### config.mk
export PLATFORM = sky130hd
export DESIGN_NAME = ripple_count_monitor
export DESIGN_NICKNAME = d
export VERILOG_FILES = /design/src/rtl/ripple_mon_pkg.sv /design/src/rtl/ripple_count_monitor_sync_2ff.sv /design/src/rtl/ripple_count_monitor.sv
export SDC_FILE = /design/constraint.sdc
export NUM_CORES = 1
export LEC_CHECK = 0
export BUFFER_PORTS_ARGS = -buffer_cell sky130_fd_sc_hd__buf_2
export CORE_ASPECT_RATIO = 1.1
export CORE_UTILIZATION = 35
export CTS_BUF_LIST = sky130_fd_sc_hd__clkbuf_8
export DETAILED_ROUTE_END_ITERATION = 12
export SLEW_MARGIN = 20
export SYNTH_ARGS = -nofsm -noshare
export SYNTH_HDL_FRONTEND = slang
export SYNTH_HIERARCHICAL = 1
export SYNTH_SLANG_ARGS = --single-unit
export TNS_END_PERCENT = 50
### constraint.sdc
create_clock -name clk -period 3.1 [get_ports clk]
set_input_delay 0.155 -clock clk [delete_from_list [all_inputs] [get_ports clk]]
set_output_delay 0.155 -clock clk [all_outputs]
set_load 0.02 [all_outputs]
### src/rtl/ripple_mon_pkg.sv
// Shared types and constants for the ripple counter monitor.
package ripple_mon_pkg;
    localparam int CNT_W       = 4;
    localparam int WRAP_W_DEF  = 8;
    localparam int SYNC_STAGES = 2;

    typedef enum logic [1:0] {
        INIT,
        TRACK,
        FAULT
    } mon_state_e;
endpackage

### src/rtl/ripple_count_monitor_sync_2ff.sv
// Two-flop synchroniser for a bus; bits may resolve on different cycles, so the
// consumer must qualify the output itself.
module sync_2ff #(
    parameter int W = 1
) (
    input  logic         clk,
    input  logic         reset,
    input  logic [W-1:0] d,
    output logic [W-1:0] q
);
    logic [W-1:0] s1;

    always_ff @(posedge clk) begin
        if (reset) begin
            s1 <= '0;
            q  <= '0;
        end else begin
            s1 <= d;
            q  <= s1;
        end
    end
endmodule

### src/rtl/ripple_count_monitor.sv
// Tracks a free-running asynchronous 4-bit ripple counter and extends it with a wrap count.
// Optional skip detection (sticky err + FAULT state) is enabled by RIPPLE_MON_SKIP_DET_EN.
module ripple_count_monitor
    import ripple_mon_pkg::*;
#(
    parameter int WRAP_W = WRAP_W_DEF
) (
    input  logic                    clk,
    input  logic                    reset,
    input  logic [CNT_W-1:0]        q_in,
    input  logic                    err_clr,
    output logic [CNT_W-1:0]        count_q,
    output logic [WRAP_W+CNT_W-1:0] ext_count,
    output logic                    step,
    output logic                    wrap,
    output logic                    err
);
    logic [CNT_W-1:0]     s2, s3;
    logic [SYNC_STAGES:0] vld_pipe;
    logic [WRAP_W-1:0]    wrap_cnt, wrap_cnt_n;
    logic [CNT_W-1:0]     count_n, count_inc;
    logic                 step_n, wrap_n;
    logic                 stable, skip;
    mon_state_e           state, state_n;

    sync_2ff #(.W(CNT_W)) u_sync (
        .clk   (clk),
        .reset (reset),
        .d     (q_in),
        .q     (s2)
    );

    // s2 == s3 is only meaningful once both hold genuinely sampled data, so the
    // flushed zeros left behind by reset are never taken as a first count.
    assign stable    = vld_pipe[SYNC_STAGES] && (s2 == s3);
    assign count_inc = count_q + 1'b1;
    assign skip      = stable && (s2 != count_q) && (s2 != count_inc);
    assign ext_count = {wrap_cnt, count_q};

`ifdef RIPPLE_MON_SKIP_DET_EN
    logic err_q, err_n;
    assign err = err_q;
`else
    assign err = 1'b0;
`endif

    always_comb begin
        state_n    = state;
        count_n    = count_q;
        wrap_cnt_n = wrap_cnt;
        step_n     = 1'b0;
        wrap_n     = 1'b0;
`ifdef RIPPLE_MON_SKIP_DET_EN
        err_n      = err_q;
`endif
        case (state)
            INIT: begin
                if (stable) begin
                    count_n = s2;
                    state_n = TRACK;
                end
            end
            TRACK: begin
                if (stable && (s2 != count_q)) begin
                    count_n = s2;
                    if (s2 == count_inc) begin
                        step_n = 1'b1;
                        if (count_q == {CNT_W{1'b1}}) begin
                            wrap_n     = 1'b1;
                            wrap_cnt_n = wrap_cnt + 1'b1;
                        end
                    end
`ifdef RIPPLE_MON_SKIP_DET_EN
                    else begin
                        err_n   = 1'b1;
                        state_n = FAULT;
                    end
`endif
                end
            end
            FAULT: begin
                if (stable) count_n = s2;
                // A fresh skip arriving with the clear request keeps the fault alive.
                if (err_clr && !skip) begin
`ifdef RIPPLE_MON_SKIP_DET_EN
                    err_n   = 1'b0;
`endif
                    state_n = INIT;
                end
            end
            default: state_n = INIT;
        endcase
    end

    always_ff @(posedge clk) begin
        if (reset) begin
            s3       <= '0;
            vld_pipe <= '0;
            state    <= INIT;
            count_q  <= '0;
            wrap_cnt <= '0;
            step     <= 1'b0;
            wrap     <= 1'b0;
`ifdef RIPPLE_MON_SKIP_DET_EN
            err_q    <= 1'b0;
`endif
        end else begin
            s3       <= s2;
            vld_pipe <= {vld_pipe[SYNC_STAGES-1:0], 1'b1};
            state    <= state_n;
            count_q  <= count_n;
            wrap_cnt <= wrap_cnt_n;
            step     <= step_n;
            wrap     <= wrap_n;
`ifdef RIPPLE_MON_SKIP_DET_EN
            err_q    <= err_n;
`endif
        end
    end
endmodule

# Word level (Yosys, flattened, before mapping)

Index checks and enable logic that the tools add are counted.

Add/sub/neg operators: 2
Multipliers: 0
Div/mod/pow operators: 0
Magnitude comparators: 0
Equality and inequality tests: 11
Shift-type cells: 0
Mux-type cells: 9
Bitwise logic cells: 3
Reductions and logical operators: 13

Operators by type and width:

| cell                                                            | count |
|---|---|
| 8-bit by 1-bit adder with 8-bit output, second input constant   | 1 |
| 4-bit == test                                                   | 2 |
| 4-bit 2-to-1 mux                                                | 2 |
| 4-bit != test                                                   | 2 |
| 4-bit case mux with 2 select lines                              | 1 |
| 2-bit != test, second input constant                            | 3 |
| 2-bit case mux with 3 select lines                              | 1 |
| 3-bit AND reduction                                             | 2 |
| 4-bit by 1-bit adder with 4-bit output, second input constant   | 1 |
| 4-bit == test, second input constant                            | 1 |
| 1-bit logical AND                                               | 4 |
| 2-bit 2-to-1 mux                                                | 2 |
| 4-bit AND reduction                                             | 1 |
| 4-bit OR reduction                                              | 1 |
| 1-bit 2-to-1 mux                                                | 3 |
| 1-bit NOT                                                       | 3 |
| 3-bit OR reduction                                              | 1 |
| 2-bit by 1-bit == test with 1-bit output, second input constant | 1 |
| 2-bit == test, second input constant                            | 1 |
| 2-bit logical NOT                                               | 1 |
| 2-bit by 1-bit != test with 1-bit output, second input constant | 1 |
| 2-bit nonzero test                                              | 1 |
| 2-bit OR reduction                                              | 1 |
| 1-bit logical NOT                                               | 1 |

Flip-flop bits (word level): 31
Latch bits: 0
Memory bits (writable): 0
Memory bits (read-only): 0
Input port bits: 7
Output and inout bits: 19
Word-level logic and storage cells: 48
Memories: 0

# Depth between registers and ports, before layout

Word-level depth: 8
Mapped depth: 7
Mapped depth without buffers: 6

# Hierarchy

Netlist, hierarchy kept.

By module, submodules not included:

| module               | instances | cells an instance | area an instance (um^2) | sequential area each (um^2) |
|---|---|---|---|---|
| ripple_count_monitor | 1         | 121               | 1,083.5                 | 440.4 |
| sync_2ff             | 1         | 16                | 210.2                   | 160.2 |

# Worst setup path after synthesis

Ideal clock, no wire load.

Path kind: register to register
Start point: register count_q[1]
End point: register wrap_cnt[4]
Library setup time: 0.121 ns
Data arrival time: 1.715 ns
Required time: 2.979 ns
Path slack: 1.264 ns
Cell stages (with the launch flop): 7
Buffers on the path: 0
Clock period less this slack: 1.836 ns
Path through: dfxtp_1 > ha_1 > xnor2_1 > o211ai_2 > a31oi_2 > nand3_1 > mux2_2

Word-level cells in the longest chain between the ends: 3
Elaborated cells between the ends (all ways): 6
Classes of those cells: add/sub: 1; eq/ne: 3; reduce/logical: 2

Ends and longest elaborated chain:

| item                                                                           | line                                                   | text |
|---|---|---|
| from (decl)                                                                    | ripple_count_monitor.sv:12                             | `output logic [CNT_W-1:0] count_q,` |
| from (signal assigned)                                                         | ripple_count_monitor.sv:111                            | `count_q <= count_n;` |
| 4-bit by 1-bit adder with 4-bit output / 4-bit != test (equally long branches) | ripple_count_monitor.sv:36, ripple_count_monitor.sv:64 |  |
| 4-bit == test / 1-bit logical AND (equally long branches)                      | ripple_count_monitor.sv:66, ripple_count_monitor.sv:64 |  |
| 4-bit AND reduction (no line) *                                                | --                                                     |  |
| to (signal assigned)                                                           | ripple_count_monitor.sv:112                            | `wrap_cnt <= wrap_cnt_n;` |
| to (decl)                                                                      | ripple_count_monitor.sv:20                             | `logic [WRAP_W-1:0] wrap_cnt, wrap_cnt_n;` |

Mark *: on every way between the ends. The rest lies on a longest branch, timed or not.
A chain may end at the register's enable or synchronous reset.

# Worst setup path in the final report

Ends and elaborated chain as after synthesis.

==> results.txt <==
* Run status: completed
* Kind of start point of the critical path: flop
- Net Count, Synth: 146
- In this run, the number of DRC markers left after iteration 0 of detailed routing was 54.
* Total negative slack: 0 ns
- In this run the worst path has a maximum fanout of 14.
- Die Ht: 65.8 um
* Maximum number of buffers from clock root to sink: 2
* Worst setup path class: reg -> reg
* Maximum number of pins on one net before global-route repair: 31
- Slew headroom: 53.8%
* Fraction of registers with async set or reset after synthesis: 0%
- The synthesized netlist occupies a cell area of 1290 sq um.
- The analysis attributes to cell leakage a power of 0.612 nW.
* Row cnt: 22
- After detailed routing, the wire length on met1 is 1110 um.
* Clock transition at path regs: 0.06 ns
- Maximum VDD drop: 0.000256 V
- Power per unit of standard cell area: 547 nW/um^2
* Fill cell count: approximately 350
- The synthesized netlist contains 35 unique library cells.
- Tmin final: ~2.2 ns
- After layout, the worst path uses 70.4% of the clock period.
* Initial antenna violation count: 0
* Worst Skew: 0.00593 ns
- Synthesized-area fraction occupied by adder cells: 1.93%
* Number of hold violations in the final report: 0
- The worst path meets setup with a little over 0.9 ns of slack.
* Post-synthesis share of cell area spent on and, or, nand and nor gates: 23.9%
- Total instance count after detailed placement: 199
- Yosys mapped a number of flops with a built-in enable equal to 0.
* Wire length per cell: roughly 11 um
* Detailed route wirelength on metal2: about 1100 um
- Setup violations remaining at the end of the flow were counted as 0.
* Max-cap violations: 0
* Synthesis-stage register bit count: 30
- After detailed routing, the met3 layer carries 69 um of wire.
- The share of the Yosys chip area taken by registers is 46.4%.
* Die Area: ~3900 sq um
* Vias post-DR: 975
- At the worst endpoint, the arrival time is 2.35 ns.
* Slew Viols, Final: 0
- Worst min-delay path category: in -> reg
- The number of setup buffers added after CTS is 0.
- Post-detailed-route DRC marker count: 0
* Syn-to-layout area delta: 17.2%
* Transition time at the pin with the least slew margin: 0.690 ns
- The clock tree synthesis step divided the H-tree into 2 levels.
* Standard cell core area: about 3400 sq um
* First-pass GRT wire length: 3960 um
* Detail Route Antenna Nets: 0
* Placer's final routability congestion estimate: slightly below 0.8
- GRT Total Usage: roughly 14%
- TritonCTS clock tree: built
- For this design, the sink count on the clock tree is 30.
- The tree is rooted in a sky130_fd_sc_hd__clkbuf_8.
* Synthesis warning total: 6
- Number of nets in the finished design: 167
- Summing the areas of all xor and xnor instances in the mapped netlist gives 6.00% of the synthesized area.
- Using the TritonRoute via totals, the vias-per-cell ratio works out to 4.73.
* Portion of netlist area occupied by mux cells: 0.870%
- STA puts the critical path data required time at about 3.3 ns.
- Routed wire length: 2330 um
* Initial core utilization: 37.6%
- During placement, the flow inserted port buffers numbering 23.
- Fraction of the mapped netlist area in compound gates: 13.2%
- Top flip-flop cell by instance count after synthesis: sky130_fd_sc_hd__dfxtp_1
* Fraction of final layout cells with drive strength greater than 1: between 20% and 30%
* Worst Setup End Kind: flop
- RSZ-0062 raised after global routing: false
- For this run, the top clock speed supported by timing is about 0.46 GHz.
* Post-placement setup slack: 0.910 ns
- Combinational family with the most area after synthesis: simple AND/OR/NAND/NOR gates
* Detailed placer's ending HPWL: ~1500 um
- Clock network latency to the later pin of the worst-skew pair: around 0.28 ns
- Number of antenna diodes: 0
* I/O pin count: 26
- Instance count of the mapped netlist: about 140
* Average size of a mapped cell: 9.44 sq um
* Cts repair resizes: 0
- CTS Hold Bufs: 0
- In this run the horizontal extent of the chip is 60.0 um.
- Leftover overflow at the end of global routing: 0
- The detailed router used layers up to and including met4.
- The via count of the first global-routing pass is 877.
* Clock buffer count from CTS: 5
- Cell Count, Final, Fillers Out: 206
- The first TritonRoute pass finished after 4 iterations.
[layout by cell type, fill, tap and decap left out, drive strengths merged, types with 2 or more instances in the layout]
cell	n
nor2	6
clkbuf	6
nand2b	2
dfxtp	30
o21ai	2
inv	6
nand3	4
nor3	2
a21oi	12
nand2	11
xnor2	7
nor2b	15
ha	2
a31o	4
buf	24
and3	6
nand4b	2
nand4	4
[cell families after synthesis]
logic type | count (synthesis)
other | 1
AND/OR/NAND/NOR | 55
AO/OA/AOI/OAI | 24
XOR/XNOR | 8
multiplexers | 1
buffers and inverters | 16
adder cells (fa/ha/maj) | 2
flip-flops | 30
[Yosys cell counts (2+ instances only)]
cell type	n	area [sq um]
sky130_fd_sc_hd__dfxtp_1	30	601
sky130_fd_sc_hd__nor2b_1	15	93.8
sky130_fd_sc_hd__a21oi_1	12	60.1
sky130_fd_sc_hd__nand2_1	11	41.3
sky130_fd_sc_hd__and3_1	6	37.5
sky130_fd_sc_hd__inv_1	6	22.5
sky130_fd_sc_hd__nor2_1	6	22.5
sky130_fd_sc_hd__xnor2_1	6	52.6
sky130_fd_sc_hd__buf_4	5	37.5
sky130_fd_sc_hd__nand3_1	4	20.0
sky130_fd_sc_hd__nand4_1	4	25.0
sky130_fd_sc_hd__a31o_2	3	26.3
sky130_fd_sc_hd__buf_6	2	22.5
sky130_fd_sc_hd__clkbuf_1	2	7.51
sky130_fd_sc_hd__ha_1	2	25.0
sky130_fd_sc_hd__nand2b_1	2	12.5
sky130_fd_sc_hd__nand4b_1	2	17.5
sky130_fd_sc_hd__o21ai_0	2	10.0
[where the power goes]
part | switching (mW) | internal, mW
logic | 0.0197 | 0.0149
clock network | 0.138 | 0.257
registers | 0.00592 | 0.395
[worst max-delay path, stage by stage, from the launching register on]
cell and delay, ns:
sky130_fd_sc_hd__dfxtp_1 0.44, sky130_fd_sc_hd__ha_1 0.29, sky130_fd_sc_hd__xnor2_1 0.18, sky130_fd_sc_hd__o211ai_2 0.13, sky130_fd_sc_hd__a31oi_2 0.58, sky130_fd_sc_hd__nand3_1 0.16
sky130_fd_sc_hd__mux2_2 0.31
[cell type report]
type	instances	area, sq um	area share [%]
inverters	6	22.5	1.49
well taps	48	60.1	3.96
flip-flops and latches	30	601	39.6
clock buffers	6	82.6	5.45
repair buffers	24	123	8.09
clock inverters	1	30.0	1.98
multi-input cells	91	598	39.4
[path summary, 6_finish.rpt]
check	start	end	slack (ns)	cells past startpoint
max	count_q[1]	wrap_cnt[4]	0.92	6
min	q_in[0]	u_sync/s1[0]	0.09	2
max reg2reg	count_q[1]	wrap_cnt[4]	0.92	6
min reg2reg	u_sync/s1[0]	u_sync/q[0]	0.43	1
[metrics by stage]
stage | power (mW) | area [sq um] | utilization [%] | hold WS [ns]
finish | 0.830 | 1520 | 44.1 | 0.0881
global route | 0.867 | 1520 | 44.1 | 0.0893
CTS | 0.845 | 1520 | 44.1 | 0.0785
detailed placement | 0.444 | 1400 | 40.8 | 0.371
global placement | 0.443 | 1400 | 40.8 | 0.368
floorplan | 0.437 | 1290 | - | 0.227
[flip-flops by register name (all words and copies together) (netlist names)]
register   cells
count_q        4
vld_pipe       3
wrap_cnt       8
state          1
u_sync/s1      4
s3             4
u_sync/q       4
wrap           1
step           1
[routing by layer]
metal  global-route usage, %  up-vias
li1                        -      499
met1                    16.6      452
met2                    21.3       19
met3                    4.72        5
met4                    7.85        0
met5                       0        -
No activity file was read; power rests on OpenSTA's default activity.
